<file path="src/rtl/muldiv_seq.sv">
// Sequential multiply/divide unit: one operand bit per cycle.
// Fixed BITS+2 cycle latency from accepted start to finished.
module muldiv_seq #(
  parameter int BITS = 8
) (
  input  logic              in_clk,
  input  logic              in_rst,
  input  logic              in_start,
  input  logic              in_mode,
  input  logic              in_signed,
  input  logic [BITS-1:0]   in_a,
  input  logic [BITS-1:0]   in_b,
  output logic              out_busy,
  output logic              out_finished,
  output logic [2*BITS-1:0] out_prod,
  output logic [BITS-1:0]   out_quot,
  output logic [BITS-1:0]   out_rem,
  output logic              out_dbz
);

  typedef enum logic [2:0] {
    IDLE, PREP, RUN, FIX, DONE
  } state_t;

  localparam int CW = $clog2(BITS);

  state_t r_state, w_next;

  logic [CW-1:0]     r_cnt;
  logic [BITS-1:0]   r_a, r_b, r_m;
  logic              r_mode, r_sgn;
  logic              r_neg_q, r_neg_r;
  logic [2*BITS-1:0] r_p;
  logic [2*BITS-1:0] r_prod;
  logic [BITS-1:0]   r_quot, r_rem;
  logic              r_dbz;

  logic              w_accept, w_last;
  logic              w_sa, w_sb, w_ge;
  logic [BITS-1:0]   w_ma, w_mb, w_sub;
  logic [BITS-1:0]   w_q, w_r;
  logic [BITS:0]     w_sum, w_sh;
  logic [2*BITS-1:0] w_step, w_pm;

  assign w_accept = in_start &
    ((r_state == IDLE) | (r_state == DONE));
  assign w_last = (r_cnt == CW'(BITS-1));

  assign w_sa = r_sgn & r_a[BITS-1];
  assign w_sb = r_sgn & r_b[BITS-1];
  assign w_ma = w_sa ? -r_a : r_a;
  assign w_mb = w_sb ? -r_b : r_b;

  // r_p: mul = {acc, multiplier} shifting right,
  // div = {rem, dividend/quot} shifting left
  assign w_sum = {1'b0, r_p[2*BITS-1:BITS]}
    + (r_p[0] ? {1'b0, r_m} : '0);
  assign w_sh  = {r_p[2*BITS-1:BITS], r_p[BITS-1]};
  assign w_ge  = w_sh[BITS] | (w_sh[BITS-1:0] >= r_m);
  assign w_sub = w_sh[BITS-1:0] - r_m;

  assign w_step = r_mode
    ? {(w_ge ? w_sub : w_sh[BITS-1:0]),
       r_p[BITS-2:0], w_ge}
    : {w_sum, r_p[BITS-1:1]};

  assign w_pm = r_neg_q ? -r_p : r_p;
  assign w_q  = r_neg_q ? -r_p[BITS-1:0]
                        : r_p[BITS-1:0];
  assign w_r  = r_neg_r ? -r_p[2*BITS-1:BITS]
                        : r_p[2*BITS-1:BITS];

  always_ff @(posedge in_clk) begin
    if (!in_rst) r_state <= IDLE;
    else         r_state <= w_next;
  end

  always_comb begin
    w_next = r_state;
    unique case (r_state)
      IDLE:    if (w_accept) w_next = PREP;
      PREP:    w_next = RUN;
      RUN:     if (w_last) w_next = FIX;
      FIX:     w_next = DONE;
      DONE:    if (w_accept) w_next = PREP;
      default: w_next = IDLE;
    endcase
  end

  always_ff @(posedge in_clk) begin
    if (!in_rst) begin
      r_cnt   <= '0;
      r_a     <= '0;
      r_b     <= '0;
      r_m     <= '0;
      r_mode  <= 1'b0;
      r_sgn   <= 1'b0;
      r_neg_q <= 1'b0;
      r_neg_r <= 1'b0;
      r_p     <= '0;
      r_prod  <= '0;
      r_quot  <= '0;
      r_rem   <= '0;
      r_dbz   <= 1'b0;
    end else begin
      unique case (r_state)
        IDLE, DONE: begin
          if (w_accept) begin
            r_a    <= in_a;
            r_b    <= in_b;
            r_mode <= in_mode;
            r_sgn  <= in_signed;
          end
        end
        PREP: begin
          r_cnt   <= '0;
          r_neg_q <= w_sa ^ w_sb;
          r_neg_r <= w_sa;
          r_m     <= r_mode ? w_mb : w_ma;
          r_p     <= {{BITS{1'b0}},
                      (r_mode ? w_ma : w_mb)};
        end
        RUN: begin
          r_p   <= w_step;
          r_cnt <= r_cnt + 1'b1;
        end
        FIX: begin
          if (r_mode) begin
            r_prod <= '0;
            r_dbz  <= (r_m == '0);
            r_quot <= (r_m == '0) ? '1 : w_q;
            r_rem  <= (r_m == '0) ? r_a : w_r;
          end else begin
            r_prod <= w_pm;
            r_quot <= '0;
            r_rem  <= '0;
            r_dbz  <= 1'b0;
          end
        end
        default: ;
      endcase
    end
  end

  assign out_busy = (r_state == PREP) |
    (r_state == RUN) | (r_state == FIX);
  assign out_finished = (r_state == DONE);
  assign out_prod = r_prod;
  assign out_quot = r_quot;
  assign out_rem  = r_rem;
  assign out_dbz  = r_dbz;

endmodule
</file>
<file path="config.mk">
export PLATFORM = sky130hd
export DESIGN_NAME = muldiv_seq
export DESIGN_NICKNAME = d
export VERILOG_FILES = /design/src/rtl/muldiv_seq.sv
export SDC_FILE = /design/constraint.sdc
export NUM_CORES = 1
export LEC_CHECK = 0
export CORE_MARGIN = 2
export CORE_UTILIZATION = 60
export CTS_CLUSTER_SIZE = 28
export DETAILED_ROUTE_END_ITERATION = 8
export GPL_ROUTABILITY_DRIVEN = 0
export PLACE_DENSITY = 0.84
export SYNTH_ARGS = -nofsm -noshare
export SYNTH_HDL_FRONTEND = slang
export SYNTH_SLANG_ARGS = --single-unit
</file>
<file path="constraint.sdc">
create_clock -name in_clk -period 4 [get_ports in_clk]
set_clock_uncertainty 0.2 [all_clocks]
set_input_delay 0.4 -clock in_clk [delete_from_list [all_inputs] [get_ports in_clk]]
set_output_delay 0.4 -clock in_clk [all_outputs]
set_load 0.02 [all_outputs]
</file>
==> impl_metrics.env <==
export IMPL_hold_viol=0
export IMPL_layout_area_seq_um2=1660
export IMPL_grt_setup_unrepaired="no"
export IMPL_totalWireLength_um=12700
export IMPL_gr_usage_all_layers=0.295
export IMPL_clk_pin_slew_ps=90
export IMPL_post_synth_top_area_fraction=0.330
export IMPL_placed_area_um2=5580
export IMPL_netlist_instances=643
export IMPL_worstSetupEndpointType="flop"
export IMPL_commonest_cells_in_the_synthesized_netlist="sky130_fd_sc_hd__nand2_1 (108), sky130_fd_sc_hd__dfxtp_1 (83), sky130_fd_sc_hd__o21ai_0 (44)"
export IMPL_place_hpwl_um=9500
export IMPL_reg2reg_depth=9
export IMPL_antenna_cells=0
export IMPL_maxCapViolations=0
export IMPL_post_route_min_period_ps=2970
export IMPL_cp_start_kind="flop"
export IMPL_dr_total_vias=4710
export IMPL_cts_tree="yes"
export IMPL_cts_setup_buffers=0
export IMPL_stdcell_area_um2=5800
export IMPL_detail_route_iter0_violations=366
export IMPL_cts_buffers_inserted=9
export IMPL_die_area_um2=9150
export IMPL_cts_hold_buffers=0
export IMPL_multi_input_gate_area_um2=3110
export IMPL_synth_async_sr_flop_share=0
export IMPL_fin_worst_hold_slack_ps=256
export IMPL_cp_arrival_ps=3030
export IMPL_wire_length_of_the_first_global_routing_pass_um=21200
export IMPL_tightestPinTransition_ps=1120
export IMPL_initial_utilization=0.617
export IMPL_synth_ff_latch_count=83
export IMPL_dr_pass1_iters=5
export IMPL_yosys_cell_types_count=59
export IMPL_num_fill_cells=671
export IMPL_timing_critical_path_required_ps=4060
export IMPL_nets=716
export IMPL_globalRouteOverflowTotal=0
export IMPL_synth_edff_count=0
export IMPL_setup_viol=0
export IMPL_synthToLayoutAreaGrowth_pct=14.9
export IMPL_power_static_leakage_nw=2.14
export IMPL_fmaxAchievable_mhz=336
export IMPL_dr_wl_cell_um=16.3
export IMPL_syn_cell_area_um2=5040
export IMPL_postSynthNetCount=688
export IMPL_maximum_number_of_pins_on_one_net_before_global_route_repair=52
export IMPL_viasPerCell=6.04
export IMPL_timing_worst_setup_path_type="reg -> reg"
export IMPL_holdPathStages=1
export IMPL_final_max_slew_viol_count=0
export IMPL_post_synth_top_count_cell="sky130_fd_sc_hd__nand2_1"
export IMPL_clk_root_buffer_cell="sky130_fd_sc_hd__clkbuf_8"
export IMPL_path_max_fanout=11
export IMPL_detail_route_drc_violations=0
export IMPL_synth_seq_area_share=0.330
export IMPL_number_of_global_route_vias_before_repair=4363
export IMPL_synth_area_top_cells="sky130_fd_sc_hd__dfxtp_1 (33%), sky130_fd_sc_hd__nand2_1 (8.0%), sky130_fd_sc_hd__ha_1 (5.5%)"
export IMPL_htreeDepth=3
export IMPL_number_of_resized_instances_in_the_post_cts_repair_step=0
export IMPL_num_rows=33
export IMPL_clkSinkCount=83
export IMPL_ys_flop_type="sky130_fd_sc_hd__dfxtp_1"
export IMPL_die_w_um=95.7
export IMPL_slew_headroom=0.251
export IMPL_outcome="completed"
export IMPL_dieHeight_um=95.7
export IMPL_fin_tns_setup_ps=0
export IMPL_number_of_antenna_violations_at_the_first_check_in_global_routing=0
export IMPL_pwr_density_cell_nw_per_um2=330
export IMPL_fraction_of_layout_cells_with_a_size_suffix_above_1=0.0519
export IMPL_post_synth_top_area_cell="sky130_fd_sc_hd__dfxtp_1"
export IMPL_coreArea_um2=8180
export IMPL_worst_hold_path_class="reg -> reg"
export IMPL_ys_warnings_count=0
export IMPL_io_buffer_count=55
export IMPL_clock_tree_buffer_depth=2
export IMPL_antenna_left=0
export IMPL_worst_skew_pair_late_latency_ps=360
export IMPL_max_vdd_ir_drop_uv=221
export IMPL_synth_area_per_cell_um2=7.84
export IMPL_ioPinCount=56
export IMPL_fin_crit_sh=0.743
## cell families (layout without fill, tap and decap cells)
kind of cell | after synthesis | count (layout) | synth area share
AND/OR/NAND/NOR | 224 | 224 | 0.204
AO/OA/AOI/OAI | 182 | 182 | 0.239
flip-flops | 83 | 83 | 0.330
buffers and inverters | 70 | 102 | 0.0538
XOR/XNOR | 37 | 37 | 0.0643
adder cells (fa/ha/maj) | 24 | 24 | 0.0625
multiplexers | 23 | 23 | 0.0466
## area by class of cell
| class | count | share of cell area |
|---|---|---|
| Multi-Input combinational cell | 490 | 0.536 |
| Sequential cell | 83 | 0.287 |
| Timing Repair Buffer | 59 | 0.0993 |
| Tap cell | 105 | 0.0227 |
| Clock buffer | 10 | 0.0220 |
| Inverter | 28 | 0.0181 |
| Clock inverter | 5 | 0.0147 |
## cells in the final DEF, fill, tap and decap left out, types with 19 or more instances in the layout
cell                              Yosys  final
sky130_fd_sc_hd__a21boi_0            26     26
sky130_fd_sc_hd__a21oi_1             41     41
sky130_fd_sc_hd__clkdlybuf4s50_1      0     54
sky130_fd_sc_hd__dfxtp_1             83     83
sky130_fd_sc_hd__ha_1                22     22
sky130_fd_sc_hd__inv_1               27     27
sky130_fd_sc_hd__mux2i_1             19     19
sky130_fd_sc_hd__nand2_1            108    108
sky130_fd_sc_hd__nor2_1              41     41
sky130_fd_sc_hd__o21ai_0             44     44
sky130_fd_sc_hd__xnor2_1             26     26
## registers in the layout, indices dropped and copies added (netlist names), 3 cells and up
| signal | cells |
|---|---|
| out_quot | 8 |
| r_m | 8 |
| out_rem | 8 |
| r_cnt | 3 |
| r_a | 8 |
| r_b | 8 |
| out_prod | 16 |
| r_p | 16 |
| r_state | 3 |
## worst max-delay path: stages, from the launching register on
cell and delay [ps]:
sky130_fd_sc_hd__dfxtp_1 360, sky130_fd_sc_hd__inv_1 110, sky130_fd_sc_hd__ha_1 190, sky130_fd_sc_hd__fa_1 210, sky130_fd_sc_hd__nand2b_1 160, sky130_fd_sc_hd__a21oi_1 100, sky130_fd_sc_hd__a41o_2 250, sky130_fd_sc_hd__a2111oi_4 780
sky130_fd_sc_hd__mux2i_1 190, sky130_fd_sc_hd__o311a_1 320
## layer usage
metal,up-vias,share of wire,GRT usage
met4,0,0.028,0.114
met1,2172,0.44,0.392
met5,-,0,0
li1,2300,-,-
met3,38,0.071,0.0458
met2,200,0.46,0.481
## power by group
| group | total (mW) | internal [mW] | switching [mW] |
|---|---|---|---|
| registers | 0.894 | 0.851 | 0.0433 |
| clock network | 0.668 | 0.353 | 0.315 |
| logic | 0.352 | 0.143 | 0.209 |
## per-stage QoR
step	worst slack, ps	power, mW	instances	util
after global routing	843	2.00	780	0.709
after global placement	1170	1.24	765	0.683
after detailed placement	1060	1.26	765	0.683
after CTS	1040	1.91	780	0.709
after floorplan	1610	1.17	643	-
final	1030	1.91	780	0.709
## path summary, 6_finish.rpt
kind / start / to / slack [ps]
worst max register to register: r_p[7] / r_p[8] / 1030
worst max-delay path: r_p[7] / r_p[8] / 1030
worst min register to register: out_quot[5] / out_quot[5] / 260
worst min-delay path: out_quot[5] / out_quot[5] / 260
No activity file was read; power rests on OpenSTA's default activity.
